File: src/rtl/ex_stage_pkg.sv
// rtl/ex_stage_pkg.sv - shared opcode, run-state and opcode-class definitions
// Purpose: opcode encodings (ex_ir[15:11]), the exec run-state value and the
// flag-write opcode classes used by the execute stage and its ALU.
// Ports: none (package).
package ex_stage_pkg;

  typedef enum logic [4:0] {
    OP_NOP   = 5'd0,
    OP_HALT  = 5'd1,
    OP_LOAD  = 5'd2,
    OP_STORE = 5'd3,
    OP_LDIH  = 5'd4,
    OP_ADD   = 5'd5,
    OP_ADDI  = 5'd6,
    OP_ADDC  = 5'd7,
    OP_SUB   = 5'd8,
    OP_SUBI  = 5'd9,
    OP_SUBC  = 5'd10,
    OP_CMP   = 5'd11,
    OP_AND   = 5'd12,
    OP_OR    = 5'd13,
    OP_XOR   = 5'd14,
    OP_SLL   = 5'd15,
    OP_SRL   = 5'd16,
    OP_SLA   = 5'd17,
    OP_SRA   = 5'd18,
    OP_JMPR  = 5'd20,
    OP_BZ    = 5'd21,
    OP_BNZ   = 5'd22,
    OP_BN    = 5'd23,
    OP_BNN   = 5'd24,
    OP_BC    = 5'd25,
    OP_BNC   = 5'd26
  } opcode_t;

  // CPU run state: registers only advance while state == STATE_EXEC.
  localparam logic STATE_EXEC = 1'b1;

  localparam int OP_MSB   = 15;
  localparam int OP_LSB   = 11;

  // Opcodes that write zf/nf (arithmetic, logic, shift, compare).
  function automatic logic writes_zn(input logic [4:0] op);
    case (op)
      OP_LDIH, OP_ADD, OP_ADDI, OP_ADDC, OP_SUB, OP_SUBI, OP_SUBC, OP_CMP,
      OP_AND, OP_OR, OP_XOR, OP_SLL, OP_SRL, OP_SLA, OP_SRA: writes_zn = 1'b1;
      default: writes_zn = 1'b0;
    endcase
  endfunction

  // Opcodes that write cf (add/subtract family only).
  function automatic logic writes_c(input logic [4:0] op);
    case (op)
      OP_LDIH, OP_ADD, OP_ADDI, OP_ADDC, OP_SUB, OP_SUBI, OP_SUBC, OP_CMP:
        writes_c = 1'b1;
      default: writes_c = 1'b0;
    endcase
  endfunction

endpackage

File: src/rtl/ex_stage_alu16.sv
// rtl/ex_stage_alu16.sv - combinational 16-bit ALU for the execute stage
// Purpose: computes y (and carry/borrow cout) from opcode op, operands a, b and
// carry-in cin.
// Ports: op[4:0] in, a[15:0] in, b[15:0] in, cin in, y[15:0] out, cout out.
module alu16
  import ex_stage_pkg::*;
(
  input  logic [4:0]  op,
  input  logic [15:0] a,
  input  logic [15:0] b,
  input  logic        cin,
  output logic [15:0] y,
  output logic        cout
);

  logic [16:0] sum;
  logic [16:0] diff;
  logic [16:0] sum_c;
  logic [16:0] diff_c;
  logic [3:0]  sh;
  logic [15:0] shl;

  // Subtraction in 17 bits: bit 16 of the wrapped result is the borrow.
  assign sum    = {1'b0, a} + {1'b0, b};
  assign sum_c  = {1'b0, a} + {1'b0, b} + {16'h0000, cin};
  assign diff   = {1'b0, a} - {1'b0, b};
  assign diff_c = {1'b0, a} - {1'b0, b} - {16'h0000, cin};
  assign sh     = b[3:0];
  assign shl    = a << sh;

  always_comb begin
    y    = 16'h0000;
    cout = 1'b0;
    case (op)
      OP_ADD, OP_ADDI, OP_LDIH, OP_LOAD, OP_STORE, OP_JMPR,
      OP_BZ, OP_BNZ, OP_BN, OP_BNN, OP_BC, OP_BNC: begin
        y    = sum[15:0];
        cout = sum[16];
      end
      OP_ADDC: begin
        y    = sum_c[15:0];
        cout = sum_c[16];
      end
      OP_SUB, OP_SUBI, OP_CMP: begin
        y    = diff[15:0];
        cout = diff[16];
      end
      OP_SUBC: begin
        y    = diff_c[15:0];
        cout = diff_c[16];
      end
      OP_AND: y = a & b;
      OP_OR:  y = a | b;
      OP_XOR: y = a ^ b;
      OP_SLL: y = shl;
      OP_SRL: y = a >> sh;
      OP_SLA: y = {a[15], shl[14:0]};
      OP_SRA: y = $unsigned($signed(a) >>> sh);
      default: begin
        y    = 16'h0000;
        cout = 1'b0;
      end
    endcase
  end

endmodule

File: src/rtl/ex_stage.sv
// rtl/ex_stage.sv - execute stage: ALU, flag register, branch resolve, EX/MEM latch
// Purpose: computes ALUo for the instruction in EX, keeps zf/nf/cf, resolves
// conditional branches and JMPR, and registers results for MEM.
// Ports: clock, reset (async, active-high), state; ex_ir, reg_A, reg_B, smdr in;
// ALUo, mem_ir, reg_C, smdr1, dw, zf, nf, cf, branch_taken, branch_addr out.
module ex_stage
  import ex_stage_pkg::*;
(
  input  logic        clock,
  input  logic        reset,
  input  logic        state,
  input  logic [15:0] ex_ir,
  input  logic [15:0] reg_A,
  input  logic [15:0] reg_B,
  input  logic [15:0] smdr,
  output logic [15:0] ALUo,
  output logic [15:0] mem_ir,
  output logic [15:0] reg_C,
  output logic [15:0] smdr1,
  output logic        dw,
  output logic        zf,
  output logic        nf,
  output logic        cf,
  output logic        branch_taken,
  output logic [15:0] branch_addr
);

  logic [4:0] op;
  logic       alu_cout;
  logic       take;
  logic       run;

  assign op  = ex_ir[OP_MSB:OP_LSB];
  assign run = (state == STATE_EXEC);

  alu16 u_alu (
    .op   (op),
    .a    (reg_A),
    .b    (reg_B),
    .cin  (cf),
    .y    (ALUo),
    .cout (alu_cout)
  );

  // Branches test the flags left by the previous EX instruction; the flags of
  // the instruction now in EX are not written until the coming edge.
  always_comb begin
    take = 1'b0;
    case (op)
      OP_BZ:   take = zf;
      OP_BNZ:  take = ~zf;
      OP_BN:   take = nf;
      OP_BNN:  take = ~nf;
      OP_BC:   take = cf;
      OP_BNC:  take = ~cf;
      OP_JMPR: take = 1'b1;
      default: take = 1'b0;
    endcase
  end

  assign branch_taken = run & take;
  assign branch_addr  = ALUo;

  always_ff @(posedge clock or posedge reset) begin
    if (reset) begin
      mem_ir <= 16'h0000;
      reg_C  <= 16'h0000;
      smdr1  <= 16'h0000;
      dw     <= 1'b0;
      zf     <= 1'b0;
      nf     <= 1'b0;
      cf     <= 1'b0;
    end else if (run) begin
      mem_ir <= ex_ir;
      reg_C  <= ALUo;
      smdr1  <= smdr;
      dw     <= (op == OP_STORE);
      if (writes_zn(op)) begin
        zf <= (ALUo == 16'h0000);
        nf <= ALUo[15];
      end
      if (writes_c(op)) begin
        cf <= alu_cout;
      end
    end
  end

endmodule

File: config.mk
export PLATFORM = sky130hd
export DESIGN_NAME = ex_stage
export DESIGN_NICKNAME = d
export VERILOG_FILES = /design/src/rtl/ex_stage_pkg.sv /design/src/rtl/ex_stage_alu16.sv /design/src/rtl/ex_stage.sv
export SDC_FILE = /design/constraint.sdc
export NUM_CORES = 1
export LEC_CHECK = 0
export CAP_MARGIN = 20
export CORE_ASPECT_RATIO = 0.5
export CORE_MARGIN = 2
export CORE_UTILIZATION = 34
export DETAILED_ROUTE_END_ITERATION = 8
export PLACE_DENSITY = 0.55
export SLEW_MARGIN = 20
export SYNTH_ARGS = -nofsm -noshare
export SYNTH_HDL_FRONTEND = slang
export SYNTH_SLANG_ARGS = --single-unit
export TNS_END_PERCENT = 1
File: constraint.sdc
create_clock -name clock -period 11.21 [get_ports clock]
set_input_delay 1.6815 -clock clock [delete_from_list [all_inputs] [get_ports clock]]
set_output_delay 1.6815 -clock clock [all_outputs]
set_load 0.02 [all_outputs]
== Yosys cells after proc, flatten, opt, wreduce, memory -nomap -nowiden ==
Memory sizes are Yosys's and may differ from the RTL's.
Index checks and enable logic that the tools add are counted.

* Register bits: 52
* Bits in read-only memories: 48
* Output and inout bits: 85
* Word-level logic and storage cells: 58
* Memories: 2

* $add $sub $neg: 4
* Equal/unequal tests: 24
* Shift-type cells: 3
* Multiplexer cells: 6
* Bitwise operators: 7
* Reductions and logical operators: 5

{| class="wikitable"
|+ Memories
! memory !! depth !! bits a word !! rd ports !! clocked after Yosys merged registers in !! write ports !! RTL line !! source
|-
| (name not given) || 32 || 1 || 1 || 0 || 0 || ex_stage_pkg.sv:44 || <nowiki>case (op)</nowiki>
|-
| (name not given) || 16 || 1 || 1 || 0 || 0 || ex_stage_pkg.sv:53 || <nowiki>case (op)</nowiki>
|}

{| class="wikitable"
|+ Operator list
! kind !! number
|-
| one-hot mux 16 bit (11 select lines) || 1
|-
| == test 5 bit (second input constant) || 10
|-
| == test 5 x 4 -> 1 bit (second input constant) || 8
|-
| == test 5 x 3 -> 1 bit (second input constant) || 4
|-
| adder 16 x 16 -> 17 bit || 1
|-
| adder 17 x 1 -> 17 bit || 1
|-
| subtractor 16 x 16 -> 17 bit || 1
|-
| subtractor 17 x 1 -> 17 bit || 1
|-
| bitwise AND 16 bit || 1
|-
| zero test 16 bit || 1
|-
| bitwise OR 16 bit || 1
|-
| left shift 16 x 4 -> 16 bit || 1
|-
| right shift 16 x 4 -> 16 bit || 1
|-
| >>> shifter 16 x 4 -> 16 bit || 1
|-
| bitwise XOR 16 bit || 1
|-
| OR reduction 12 bit || 1
|-
| == test 5 x 2 -> 1 bit (second input constant) || 2
|-
| one-hot mux 1 bit (7 select lines) || 1
|-
| one-hot mux 1 bit (4 select lines) || 1
|-
| AND reduction 2 bit || 2
|-
| 2-to-1 mux 1 bit || 3
|-
| inverter 1 bit || 3
|-
| OR reduction 3 bit || 1
|-
| bitwise AND 1 bit || 1
|}

== Logic depth before layout (Yosys ltp) ==
* Word-level depth: 4
* Gate-level depth with buffers: 17
* Gate-level depth less buffers: 16

== Cells and area by module ==
From an unflattened synthesis, not the netlist that was laid out.

* Cell total of the unflattened synthesis: 909
* Area, all modules: 7203.2 um2

{| class="wikitable"
|+ By module, submodules not included
! module !! times used !! cells each !! area an instance (um2) !! sequential area each (um2)
|-
| alu16 || 1 || 755 || 4969.8 || 0.0
|-
| ex_stage || 1 || 154 || 2233.4 || 1301.2
|}

== Worst setup path before layout ==
No wires, ideal clock.

* Kind: input port to output port
* From: in reg_B[2]
* To: out branch_addr[15]
* Data arrival time: 5.408 ns
* Required time: 9.528 ns
* Setup slack: 4.120 ns
* Stages on the path: 15
* Path buffers: 4
* Path through: clkbuf_1 > clkinv_1 > clkbuf_1 > ha_1 > buf_2 > nor3_2 > o311a_1 > o31ai_1 > o311a_1 > nand4_2 > and4bb_2 > nand3_1 > xnor2_1 > o211ai_1 > buf_4

* Longest elaborated chain between the ends: 3
* Elaborated cells on any way between the ends: 8
* Those cells by class: 4 x add/sub; 3 x shift; 1 x mux

{| class="wikitable"
|+ Ends and longest elaborated chain
! what !! RTL line !! source
|-
| start, declared || ex_stage.sv:14 || <nowiki>input logic [15:0] reg_B,</nowiki>
|-
| subtractor 16 x 16 -> 17 bit or adder 16 x 16 -> 17 bit (tied branches) || -- ||
|-
| subtractor 17 x 1 -> 17 bit or adder 17 x 1 -> 17 bit (tied branches) || ex_stage_alu16.sv:27, ex_stage_alu16.sv:25 ||
|-
| one-hot mux 16 bit (11 select lines) (*) || ex_stage_alu16.sv:34 || <nowiki>case (op)</nowiki>
|-
| end, declared || ex_stage.sv:25 || <nowiki>output logic [15:0] branch_addr</nowiki>
|}

Mark *: on every way between the ends. The rest lies on a longest branch, timed or not.

== Worst setup path in the final report ==
* From: in reg_B[2]
* To: out branch_addr[13]

The elaborated chain is that of the path after synthesis.

==> reports/metrics.yaml <==
netSwitchingPower_mw: 0.403
gp_routability_congestion: 0.920
detail_route.first_pass.iterations: 7
top_cells_by_area_in_the_synthesized_netlist: "sky130_fd_sc_hd__dfrtp_1 (17%), sky130_fd_sc_hd__ha_1 (9.6%), sky130_fd_sc_hd__mux2_2 (7.1%), sky130_fd_sc_hd__mux4_2 (5.9%), sky130_fd_sc_hd__mux2i_1 (4.1%)"
power.ir.vdd_worst_mv: 0.0912
cts-resized-gates: 0
timing.final.setup_violations: 0
core.rowCount: 38
final-max-slew-violation-count: 0
postSynthRegisterBits: 52
cp_capture_type: "output pin"
number_of_synthesized_flops_with_an_enable_pin: 0
powerDensity_nw_per_um2: 99.4
post-route-drc-count: 0
power.combinational.fraction_pct: 58.8
mapped_cells: 918
worstSetupStartpointType: "primary input"
syn_avg_cell_area_um2: 8.27
finClkSkew_ns: 0.00583
timing.setup.tns_ns: 0
finalWorstSetupSlack_ns: 2.20
start_util_pct: 34.9
chipWidth_um: 215
cts_setup_buffers: 0
grt-ovfl-total: 0
synth.largest_area_cell: "sky130_fd_sc_hd__dfrtp_1"
routed_wirelength_um: 30200
critical-path-slowest-cell: "sky130_fd_sc_hd__ha_1"
synth_top_area_share_pct: 17.1
detailedRoute.firstIterationViolations: 683
clkSlewWorstSetupHoldPaths_ns: 0.07
cts-buffers-inserted: 5
grt_pass1_vias: 7434
layout_worst_path_cycle_share_pct: 80.4
p_int_mw: 0.522
cp.required_ns: 9.53
swShare_pct: 43.5
routed_via_density: 6.02
kind_of_critical_path: "primary input to output pin"
core_region_area_um2: 21800
grt_setup_unrepaired: "false"
cts_num_sinks: 52
synth-main-ff-cell: "sky130_fd_sc_hd__dfrtp_1"
fillers: 2250
grt_max_degree: 62
cts-hold-fix-buffers: 0
worst_path_largest_cell_delay_ns: 0.97
sequentialPowerShare_pct: 24.6
nNetsFinal: 1136
synth_most_common_cell: "sky130_fd_sc_hd__nor2_1"
fp.dieH_um: 110
clock-root-buffer: "sky130_fd_sc_hd__clkbuf_16"
asr_flop_ratio_synth_pct: 100
number_of_buffers_between_clock_root_and_the_deepest_sink: 2
clk-insertion-delay-late_ns: 0.30
pre_cts_slack_ns: 2.32
h_tree_depth: 2
result_of_the_run: "finished, final reports clean"
synth.net_count: 1045
vias: 7885
timing.max_cap.violations: 0
synthToLayoutAreaGrowth_pct: 22.5
placement.io_buffers: 151
power.static_leakage_nw: 3.78
power_frac_clock_pct: 16.5
smallest_hold_slack_ns: 0.511
grt_antenna_before_repair: 1
total_power_mw: 0.925
design.die.area_um2: 23600
path_cells: "clkdlybuf4s50_1 > buf_4 > clkinv_1 > ha_1 > a211o_1 > a21oi_1 > a2111oi_0 > a2111oi_2 > nor3_1 > and3_1 > nand2_1 > xor2_1 > o221ai_1 > clkdlybuf4s50_1"
num_io_pins: 152
syn-cell-area_um2: 7590
critical_path_buf_inv_count: 4
yosysSeqAreaShare_pct: 17.1
worst-endpoint-arrival_ns: 7.33
finalWorstPathRequiredPeriod_ns: 9.01
slew-limit-headroom_pct: 36.4
worstHoldPathType: "flip-flop to flip-flop"
dp.final_hpwl_um: 23600
cpLargestDelayFamily: "buffers and inverters"
antenna_violating_nets_post_route: 0
track_usage_pct: 25.0
layout-drive-gt1-share_pct: 11.1
clock_tree_from_tritoncts: "built"
synth.cells.most_frequent: "sky130_fd_sc_hd__nor2_1 (81), sky130_fd_sc_hd__inv_1 (59), sky130_fd_sc_hd__ha_1 (58), sky130_fd_sc_hd__nand2_1 (54), sky130_fd_sc_hd__dfrtp_1 (52)"
timing_worst_slew_pin_value_ns: 0.954
hold_violations: 0
wire_per_inst_um: 23.0
antennaDiodeCount: 0
ys_warn_count: 0
path_max_fanout: 37
timing.critical_path.mode_cell: "sky130_fd_sc_hd__clkdlybuf4s50_1"
synthDistinctLibCells: 84
grt_first_pass_wirelength_um: 45400
clock.fmax_mhz: 111
per-layer routing:
metal | track usage [%] | share of wire (%)
met2 | 37.0 | 41
met4 | 4.68 | 1.2
met1 | 37.3 | 48
met5 | 0 | 0
met3 | 5.23 | 9.3
stage by stage:
step	cells	cell area, um2	utilization [%]
final	1310	9300	42.7
after global routing	1310	9300	42.7
after CTS	1310	9300	42.7
after detailed placement	1302	9160	42.1
after global placement	1302	9160	42.1
after floorplan	918	7590	-
cell type report:
cell class | count | area (um2) | share of cell area (%)
Timing Repair Buffer | 162 | 1580 | 17.0
Tap cell | 300 | 375 | 4.03
Multi-Input combinational cell | 724 | 5660 | 60.9
Clock inverter | 1 | 8.76 | 0.0941
Clock buffer | 7 | 133 | 1.43
Inverter | 64 | 243 | 2.61
Sequential cell | 52 | 1300 | 14.0
cell families after synthesis:
group | share of synthesized area, %
adders and majority gates | 10.1
buffers and inverters | 8.27
xor gates and xnor gates | 4.50
AOI/OAI and AO/OA | 23.5
DFF | 17.1
and+or+nand+nor | 19.4
muxes | 17.1
power by group through the flow:
stage | registers (mW) | clock network, mW | logic [mW]
3_5_place_dp | 0.231 | 0 | 0.534
5_1_grt | 0.231 | 0.164 | 0.581
4_1_cts | 0.228 | 0.158 | 0.538
2_1_floorplan | 0.259 | 0 | 0.306
3_3_place_gp | 0.230 | 0 | 0.533
6_report | 0.228 | 0.153 | 0.544
registers in the layout, summed over array words and instances (netlist names):
| name | cells |
|---|---|
| nf | 1 |
| smdr1 | 16 |
| reg_C | 16 |
| mem_ir | 16 |
| cf | 1 |
| dw | 1 |
| zf | 1 |
placed cells by master, fill, tap and decap left out, types with 10 or more instances in the layout:
| cell type | n |
|---|---|
| sky130_fd_sc_hd__clkdlybuf4s50_1 | 148 |
| sky130_fd_sc_hd__nor2_1 | 81 |
| sky130_fd_sc_hd__inv_1 | 58 |
| sky130_fd_sc_hd__ha_1 | 58 |
| sky130_fd_sc_hd__nand2_1 | 54 |
| sky130_fd_sc_hd__dfrtp_1 | 52 |
| sky130_fd_sc_hd__mux2_2 | 48 |
| sky130_fd_sc_hd__a21oi_1 | 44 |
| sky130_fd_sc_hd__o21ai_0 | 40 |
| sky130_fd_sc_hd__mux2i_1 | 31 |
| sky130_fd_sc_hd__xnor2_1 | 27 |
| sky130_fd_sc_hd__nor3_1 | 22 |
| sky130_fd_sc_hd__nand3_1 | 22 |
| sky130_fd_sc_hd__mux4_2 | 20 |
| sky130_fd_sc_hd__o22ai_1 | 16 |
| sky130_fd_sc_hd__and3_1 | 15 |
| sky130_fd_sc_hd__a211oi_1 | 14 |
| sky130_fd_sc_hd__xor2_1 | 12 |
| sky130_fd_sc_hd__a31oi_1 | 12 |
| sky130_fd_sc_hd__nor2b_1 | 11 |
| sky130_fd_sc_hd__buf_4 | 11 |
| sky130_fd_sc_hd__o211ai_1 | 10 |
path summary, 6_finish.rpt:
kind | from | to | slack, ns | cells after the start
setup / recovery | reg_B[2] | branch_addr[13] | 2.20 | 14
hold / removal | smdr1[13] | smdr1[13] | 0.51 | 1
setup reg to reg | cf | zf | 7.61 | 12
hold reg to reg | smdr1[13] | smdr1[13] | 0.51 | 1
max in group asynchronous | reset | reg_C[9] | 8.86 | 3
min in group asynchronous | reset | smdr1[12] | 1.89 | 3
Power figures use the tool's default switching activity.
